<file path="src/rtl/mvu_agu_ctrl.sv">
`default_nettype none
// ============================================================================
//  Module   : mvu_agu_ctrl (with helper mvu_agu_walk)
//  Purpose  : per-MVU job sequencer issuing 2-D strided weight/data read beats
//  Revision : 1.0 - initial release
// ============================================================================

module mvu_agu_walk #(
   parameter int AW = 15,
   parameter int SW = 15,
   parameter int LW = 15
) (
   input  logic          clk,
   input  logic          rst_n,
   input  logic          load,
   input  logic          step,
   input  logic [AW-1:0] base,
   input  logic [SW-1:0] stride_0,
   input  logic [SW-1:0] stride_1,
   input  logic [LW-1:0] length_0,
   input  logic [LW-1:0] length_1,
   output logic [AW-1:0] addr,
   output logic          at_first,
   output logic          at_last0
);

   logic [AW-1:0] r_base;
   logic [AW-1:0] r_str0;
   logic [AW-1:0] r_str1;
   logic [LW-1:0] r_last0;
   logic [LW-1:0] r_last1;
   logic [LW-1:0] r_i0;
   logic [LW-1:0] r_i1;
   logic [AW-1:0] r_off0;
   logic [AW-1:0] r_off1;

   // A zero length behaves as a single iteration, so its last index is 0.
   function automatic logic [LW-1:0] last_idx(input logic [LW-1:0] len);
      return (len == '0) ? '0 : len - LW'(1);
   endfunction

   always_ff @(posedge clk or negedge rst_n) begin
      if (!rst_n) begin
         r_base  <= '0;
         r_str0  <= '0;
         r_str1  <= '0;
         r_last0 <= '0;
         r_last1 <= '0;
         r_i0    <= '0;
         r_i1    <= '0;
         r_off0  <= '0;
         r_off1  <= '0;
      end else if (load) begin
         r_base  <= base;
         r_str0  <= AW'(stride_0);
         r_str1  <= AW'(stride_1);
         r_last0 <= last_idx(length_0);
         r_last1 <= last_idx(length_1);
         r_i0    <= '0;
         r_i1    <= '0;
         r_off0  <= '0;
         r_off1  <= '0;
      end else if (step) begin
         if (r_i0 == r_last0) begin
            r_i0   <= '0;
            r_off0 <= '0;
            if (r_i1 == r_last1) begin
               r_i1   <= '0;
               r_off1 <= '0;
            end else begin
               r_i1   <= r_i1 + LW'(1);
               r_off1 <= r_off1 + r_str1;
            end
         end else begin
            r_i0   <= r_i0 + LW'(1);
            r_off0 <= r_off0 + r_str0;
         end
      end
   end

   // Truncation to AW bits gives the modulo-2^AW address wrap.
   assign addr     = r_base + r_off0 + r_off1;
   assign at_first = (r_i0 == '0);
   assign at_last0 = (r_i0 == r_last0);

endmodule

module mvu_agu_ctrl #(
   parameter int BCNTDWN = 29,
   parameter int BWBANKA = 9,
   parameter int BDBANKA = 15,
   parameter int BSTRIDE = 15,
   parameter int BLENGTH = 15
) (
   input  logic               clk,
   input  logic               rst_n,
   input  logic               start,
   input  logic [BCNTDWN-1:0] countdown,
   input  logic [BWBANKA-1:0] wbaseaddr,
   input  logic [BSTRIDE-1:0] wstride_0,
   input  logic [BSTRIDE-1:0] wstride_1,
   input  logic [BLENGTH-1:0] wlength_0,
   input  logic [BLENGTH-1:0] wlength_1,
   input  logic [BDBANKA-1:0] ibaseaddr,
   input  logic [BSTRIDE-1:0] istride_0,
   input  logic [BSTRIDE-1:0] istride_1,
   input  logic [BLENGTH-1:0] ilength_0,
   input  logic [BLENGTH-1:0] ilength_1,
   output logic               busy,
   output logic               done,
   output logic [BWBANKA-1:0] rdw_addr,
   output logic               rdd_en,
   input  logic               rdd_grnt,
   output logic [BDBANKA-1:0] rdd_addr,
   output logic               acc_clr,
   output logic               acc_last
);

   typedef enum logic [1:0] {
      IDLE = 2'd0,
      RUN  = 2'd1,
      DONE = 2'd2
   } state_t;

   state_t             r_state;
   logic               r_busy;
   logic               r_done;
   logic [BCNTDWN-1:0] r_rem;

   logic       w_load;
   logic       w_beat;
   logic       w_rem_one;
   logic       w_d_first;
   logic       w_d_last0;
   logic [1:0] w_unused_wflags;

   assign w_load    = (r_state == IDLE) & start;
   assign w_beat    = r_busy & rdd_grnt;
   assign w_rem_one = (r_rem == BCNTDWN'(1));

   always_ff @(posedge clk or negedge rst_n) begin
      if (!rst_n) begin
         r_state <= IDLE;
         r_busy  <= 1'b0;
         r_done  <= 1'b0;
         r_rem   <= '0;
      end else begin
         case (r_state)
            IDLE: begin
               if (start) begin
                  r_rem <= countdown;
                  if (countdown != '0) begin
                     r_state <= RUN;
                     r_busy  <= 1'b1;
                  end else begin
                     r_state <= DONE;
                     r_done  <= 1'b1;
                  end
               end
            end
            RUN: begin
               if (w_beat) begin
                  r_rem <= r_rem - BCNTDWN'(1);
                  if (w_rem_one) begin
                     r_state <= DONE;
                     r_busy  <= 1'b0;
                     r_done  <= 1'b1;
                  end
               end
            end
            DONE: begin
               r_state <= IDLE;
               r_done  <= 1'b0;
            end
            default: begin
               r_state <= IDLE;
               r_busy  <= 1'b0;
               r_done  <= 1'b0;
            end
         endcase
      end
   end

   // Weight and data patterns run on independent counters, stepping together on each beat.
   mvu_agu_walk #(
      .AW (BWBANKA),
      .SW (BSTRIDE),
      .LW (BLENGTH)
   ) u_wwalk (
      .clk      (clk),
      .rst_n    (rst_n),
      .load     (w_load),
      .step     (w_beat),
      .base     (wbaseaddr),
      .stride_0 (wstride_0),
      .stride_1 (wstride_1),
      .length_0 (wlength_0),
      .length_1 (wlength_1),
      .addr     (rdw_addr),
      .at_first (w_unused_wflags[0]),
      .at_last0 (w_unused_wflags[1])
   );

   mvu_agu_walk #(
      .AW (BDBANKA),
      .SW (BSTRIDE),
      .LW (BLENGTH)
   ) u_dwalk (
      .clk      (clk),
      .rst_n    (rst_n),
      .load     (w_load),
      .step     (w_beat),
      .base     (ibaseaddr),
      .stride_0 (istride_0),
      .stride_1 (istride_1),
      .length_0 (ilength_0),
      .length_1 (ilength_1),
      .addr     (rdd_addr),
      .at_first (w_d_first),
      .at_last0 (w_d_last0)
   );

   assign busy     = r_busy;
   assign done     = r_done;
   assign rdd_en   = r_busy;
   assign acc_clr  = w_beat & w_d_first;
   assign acc_last = w_beat & (w_d_last0 | w_rem_one);

endmodule
`default_nettype wire

</file>
<file path="config.mk">
export PLATFORM = sky130hd
export DESIGN_NAME = mvu_agu_ctrl
export DESIGN_NICKNAME = d
export VERILOG_FILES = /design/src/rtl/mvu_agu_ctrl.sv
export SDC_FILE = /design/constraint.sdc
export NUM_CORES = 1
export LEC_CHECK = 0
export CAP_MARGIN = 30
export CELL_PAD_IN_SITES_DETAIL_PLACEMENT = 1
export CELL_PAD_IN_SITES_GLOBAL_PLACEMENT = 1
export CORE_ASPECT_RATIO = 1.4
export CORE_MARGIN = 2
export CORE_UTILIZATION = 40
export DETAILED_ROUTE_END_ITERATION = 7
export GPL_ROUTABILITY_DRIVEN = 1
export PLACE_DENSITY = 0.73
export SLEW_MARGIN = 20
export SYNTH_ARGS = -nofsm -noshare
export SYNTH_HDL_FRONTEND = slang
export SYNTH_HIERARCHICAL = 1
export SYNTH_SLANG_ARGS = --single-unit
</file>
<file path="constraint.sdc">
create_clock -name clk -period 3.5 [get_ports clk]
set_input_delay 0.525 -clock clk [delete_from_list [all_inputs] [get_ports clk]]
set_output_delay 0.525 -clock clk [all_outputs]
set_load 0.03 [all_outputs]
</file>
==> results.md <==
| Group | Item | Reported |
| --- | --- | --- |
| pwr | Power share of the clock group | 0.175 |
| clock tree | Clk root buf | clkbuf_16 |
| sta | Worst-case hold slack | -0.02517 ns |
| clock tree | Post-CTS clock slew at the launch and capture registers of the worst setup and hold paths | 0.06 ns |
| global route | Global-route wire length before repair | 77610 um |
| route | First-pass iteration count of the detailed router | 4 |
| global route | GR Overflow Total | 0 |
| layout | Count of filler cells inserted in the layout | 4663 |
| layout | Final instance count without filler cells | 2504 |
| worst setup path | Maximum cell stage delay along the critical path | 0.51 ns |
| synth | Synthesized area per cell | 9.811 um^2 |
| pwr | Peak supply drop | 640.5 uV |
| clock tree | Maximum level of the CTS H-tree | 1 |
| worst setup path | Standard cell with the maximum stage delay on the critical path | fa_1 |
| sta | Sum of negative setup slack | -1.770 ns |
| global route | Initial antenna violation count | 1 |
| worst setup path | Worst r2r path cells | 10 |
| route | Violation count after the first detailed-route iteration | 467 |
| route | Post-detailed-route via-to-cell ratio | 5.532 |
| sta | Final setup vio count | 9 |
| layout | Layout Cell Area excl Fill | 20810 um^2 |
| global route | Total global routing track utilization | 0.2194 |
| route | Total wire length | 48130 um |
| status | Violations in the final reports | hold timing, setup timing |
| pwr | Net switching power | 0.008121 W |
| worst setup path | Required time at the endpoint of the critical path | 2.97 ns |
| die | CORE AREA | 41400 um^2 |
| clock tree | # clock sinks | 273 |
| sta | Final Slew Violations | 0 |
| pwr | Fraction of power spent switching nets | 0.4272 |
| placed design | Placer congestion estimate | 0.8356 |
| sta | Slew at the pin closest to its max-slew limit | 0.9676 ns |
| clock tree | Clock latency reported for the late side of the worst-skew pair | 0.58 ns |
| worst setup path | Endpoint type of the worst setup path | output port |
| layout | Layout Nets | 2224 |
| global route | Pin count of the biggest net entering global routing | 95 |
| die | Top Ports | 206 |
| die | Die Wd | 177.4 um |
| sta | Unrepaired setup endpoints after global routing | true |
| die | Cell row count | 88 |
| die | Height of the chip | 246.7 um |
| synth | Count of yosys warnings during synthesis | 6 |
| worst setup path | Critical setup path kind | flip-flop to output port |
| synth | Post-synthesis instance area | 16830 um^2 |
| worst setup path | Critical R2R Capture | u_dwalk/r_off0[9]$_DFFE_PN0P_ |
| hold path | Type of the tightest min-delay check | input pin to asynchronous set/reset pin |
| worst setup path | Crit path launch type | flip-flop |
| pwr | Proportion of power drawn by combinational gates | 0.539 |
| worst setup path | Kind of cell with the highest combined delay on the critical path | adder cells |
| pwr | Post-route total power | 0.01901 W |
| die | Effective utilization at floorplan | 0.4066 |
| sta | Setup slack of the critical path after layout | -0.4366 ns |
| route | Number of DRC violations after detailed routing | 0 |
| worst setup path | FF-to-FF Start | u_dwalk/r_off0[1]$_DFFE_PN0P_ |
| placed design | DP Wirelength | 35410 um |
| placed design | # port buffers | 193 |
| worst setup path | Crit path DAT | 3.41 ns |
| worst setup path | Sequence of cells on the critical path | fa_1, ha_2, fa_2, a21o_1, a21o_1, a21oi_2, o21ai_2, a31o_2, a21oi_2, xnor2_1, buf_4 |
| sta | Final worst-path cycle share | 1.125 |
| die | Area enclosed by the die boundary | 43770 um^2 |
| sta | Final Skew | 0.01896 ns |
| placed design | Placed Area | 19470 um^2 |
| placed design | Placed cell count | 2426 |
| worst setup path | Number of cells on the critical path | 11 |
| route | Vias after detailed routing | 13850 |
| job | # Max-Cap Violations | 0 |
| status | Result of the run | finished with violations |
| pwr | Sequential group share of total power | 0.286 |
| sta | Crit path time final | 3.937 ns |
| route | Antenna viol nets, final | 0 |
| synth | Post-Synthesis Cells | 1716 |
| clock tree | Number of clock buffers inserted by TritonCTS | 30 |
| synth | Net count of the mapped netlist | 2001 |
| layout | Relative area change from synthesis to final layout | 23.58% |
| worst setup path | Max FO, Critical Path | 2 |
| clock tree | Clock tree from TritonCTS | yes |
| route | Post-DR wirelength/cell | 19.22 um |
| clock tree | Max Buffers Root-to-Sink | 3 |
| sta | Worst-case headroom to the max-slew limit | 0.3525 |
| pwr | Total power per unit cell area | 913.8 nW/um^2 |
| global route | Via count of the first global-routing pass | 15080 |
| pwr | P_leak | 8.994 nW |
| sta | Maximum operating frequency | 254.0 MHz |
| layout | Ratio of cells with drive above 1 in the final layout | 0.1375 |
| worst setup path | Number of buffers and inverters on the critical path | 1 |
| sta | Final hold viol count | 17 |
| clock tree | Number of hold-repair buffers added at the cts stage | 0 |
| worst setup path | Reg-to-reg slack, setup | 0.69 ns |
| pwr | Internal Power | 0.01089 W |
## metrics by stage
| stage | worst slack, ns | util |
|---|---|---|
| floorplan | 0.1481 | - |
| global placement | 0.009774 | 0.4701 |
| detailed placement | -0.002203 | 0.4703 |
| CTS | -0.4491 | 0.4996 |
| global route | -0.5596 | 0.5025 |
| finish | -0.4366 | 0.5025 |
## sequential cells by signal (all words and copies together) (netlist names), 2 cells and up
register / cells
r_rem: 29
r_state: 2
u_dwalk/r_base: 15
u_dwalk/r_i0: 15
u_dwalk/r_i1: 15
u_dwalk/r_last0: 15
u_dwalk/r_last1: 15
u_dwalk/r_off0: 15
u_dwalk/r_off1: 15
u_dwalk/r_str0: 15
u_dwalk/r_str1: 15
u_wwalk/r_base: 9
u_wwalk/r_i0: 15
u_wwalk/r_i1: 15
u_wwalk/r_last0: 15
u_wwalk/r_last1: 15
u_wwalk/r_off0: 9
u_wwalk/r_off1: 9
u_wwalk/r_str0: 9
u_wwalk/r_str1: 9
## repair_timing
item | CTS | global route
pin swaps | 30 | 26
resized for setup | 52 | 20
setup buffers | 10 | 8
setup endpoints to repair | 20 | 17
## placed cells by master (no fill, tap or decap), types with 7 or more instances in the layout
cell	count
a21o_1	24
a21oi_1	55
a21oi_2	8
a22o_1	24
a31oi_1	12
and3_1	31
buf_4	68
clkbuf_16	31
clkdlybuf4s50_1	171
clkinv_2	8
dfrtp_1	272
fa_1	26
ha_1	77
inv_1	105
mux2_2	71
mux2i_1	8
nand2_1	103
nand2b_1	23
nand3_1	35
nand3b_1	7
nand4_1	23
nor2_1	132
nor2b_1	13
nor3_1	47
nor3b_2	7
nor4_1	28
o21a_1	15
o21ai_0	76
o22ai_1	76
o31ai_1	30
or2_2	9
or3_1	7
or4_1	8
xnor2_1	127
xor2_1	60
## layer usage
layer,up-vias,wire length [um],part of all wire,track usage
met3,105,1634,0.034,0.02537
met5,-,0,0,0
met4,0,2048,0.043,0.09426
li1,6548,-,-,-
met1,6952,18990,0.39,0.2507
met2,247,25460,0.53,0.4086
## how the worst max path moves through the flow
stage,start,end,slack [ns]
2_1_floorplan,u_dwalk/r_off0[1]$_DFFE_PN0P_,rdd_addr[13],0.15
3_3_place_gp,u_dwalk/r_base[1]$_DFFE_PN0P_,rdd_addr[13],0.01
3_5_place_dp,u_dwalk/r_base[1]$_DFFE_PN0P_,rdd_addr[13],-0.002
4_1_cts,u_dwalk/r_off0[1]$_DFFE_PN0P_,rdd_addr[13],-0.45
5_1_grt,u_dwalk/r_base[1]$_DFFE_PN0P_,rdd_addr[13],-0.56
6_report,u_dwalk/r_base[1]$_DFFE_PN0P_,rdd_addr[13],-0.44
## final cells by class
| cell class | count | area, um^2 | area share |
|---|---|---|---|
| Multi-Input combinational cell | 1273 | 9472 | 0.4553 |
| Clock buffer | 37 | 828.3 | 0.03981 |
| Sequential cell | 273 | 6833 | 0.3284 |
| Timing Repair Buffer | 254 | 2390 | 0.1149 |
| Tap cell | 540 | 675.6 | 0.03248 |
| Antenna cell | 1 | 2.502 | 0.0001203 |
| Clock inverter | 19 | 197.7 | 0.009502 |
| Inverter | 107 | 406.6 | 0.01955 |
## power groups by stage
stage,sequential [W],clock [W],combinational (W)
6_report,0.00544,0.00333,0.0102
5_1_grt,0.00561,0.00353,0.0112
4_1_cts,0.00545,0.00342,0.0100
3_5_place_dp,0.00550,0,0.00959
3_3_place_gp,0.00543,0,0.00926
2_1_floorplan,0.00509,0,0.00680
Note: power is estimated with default switching activity, not from simulation.
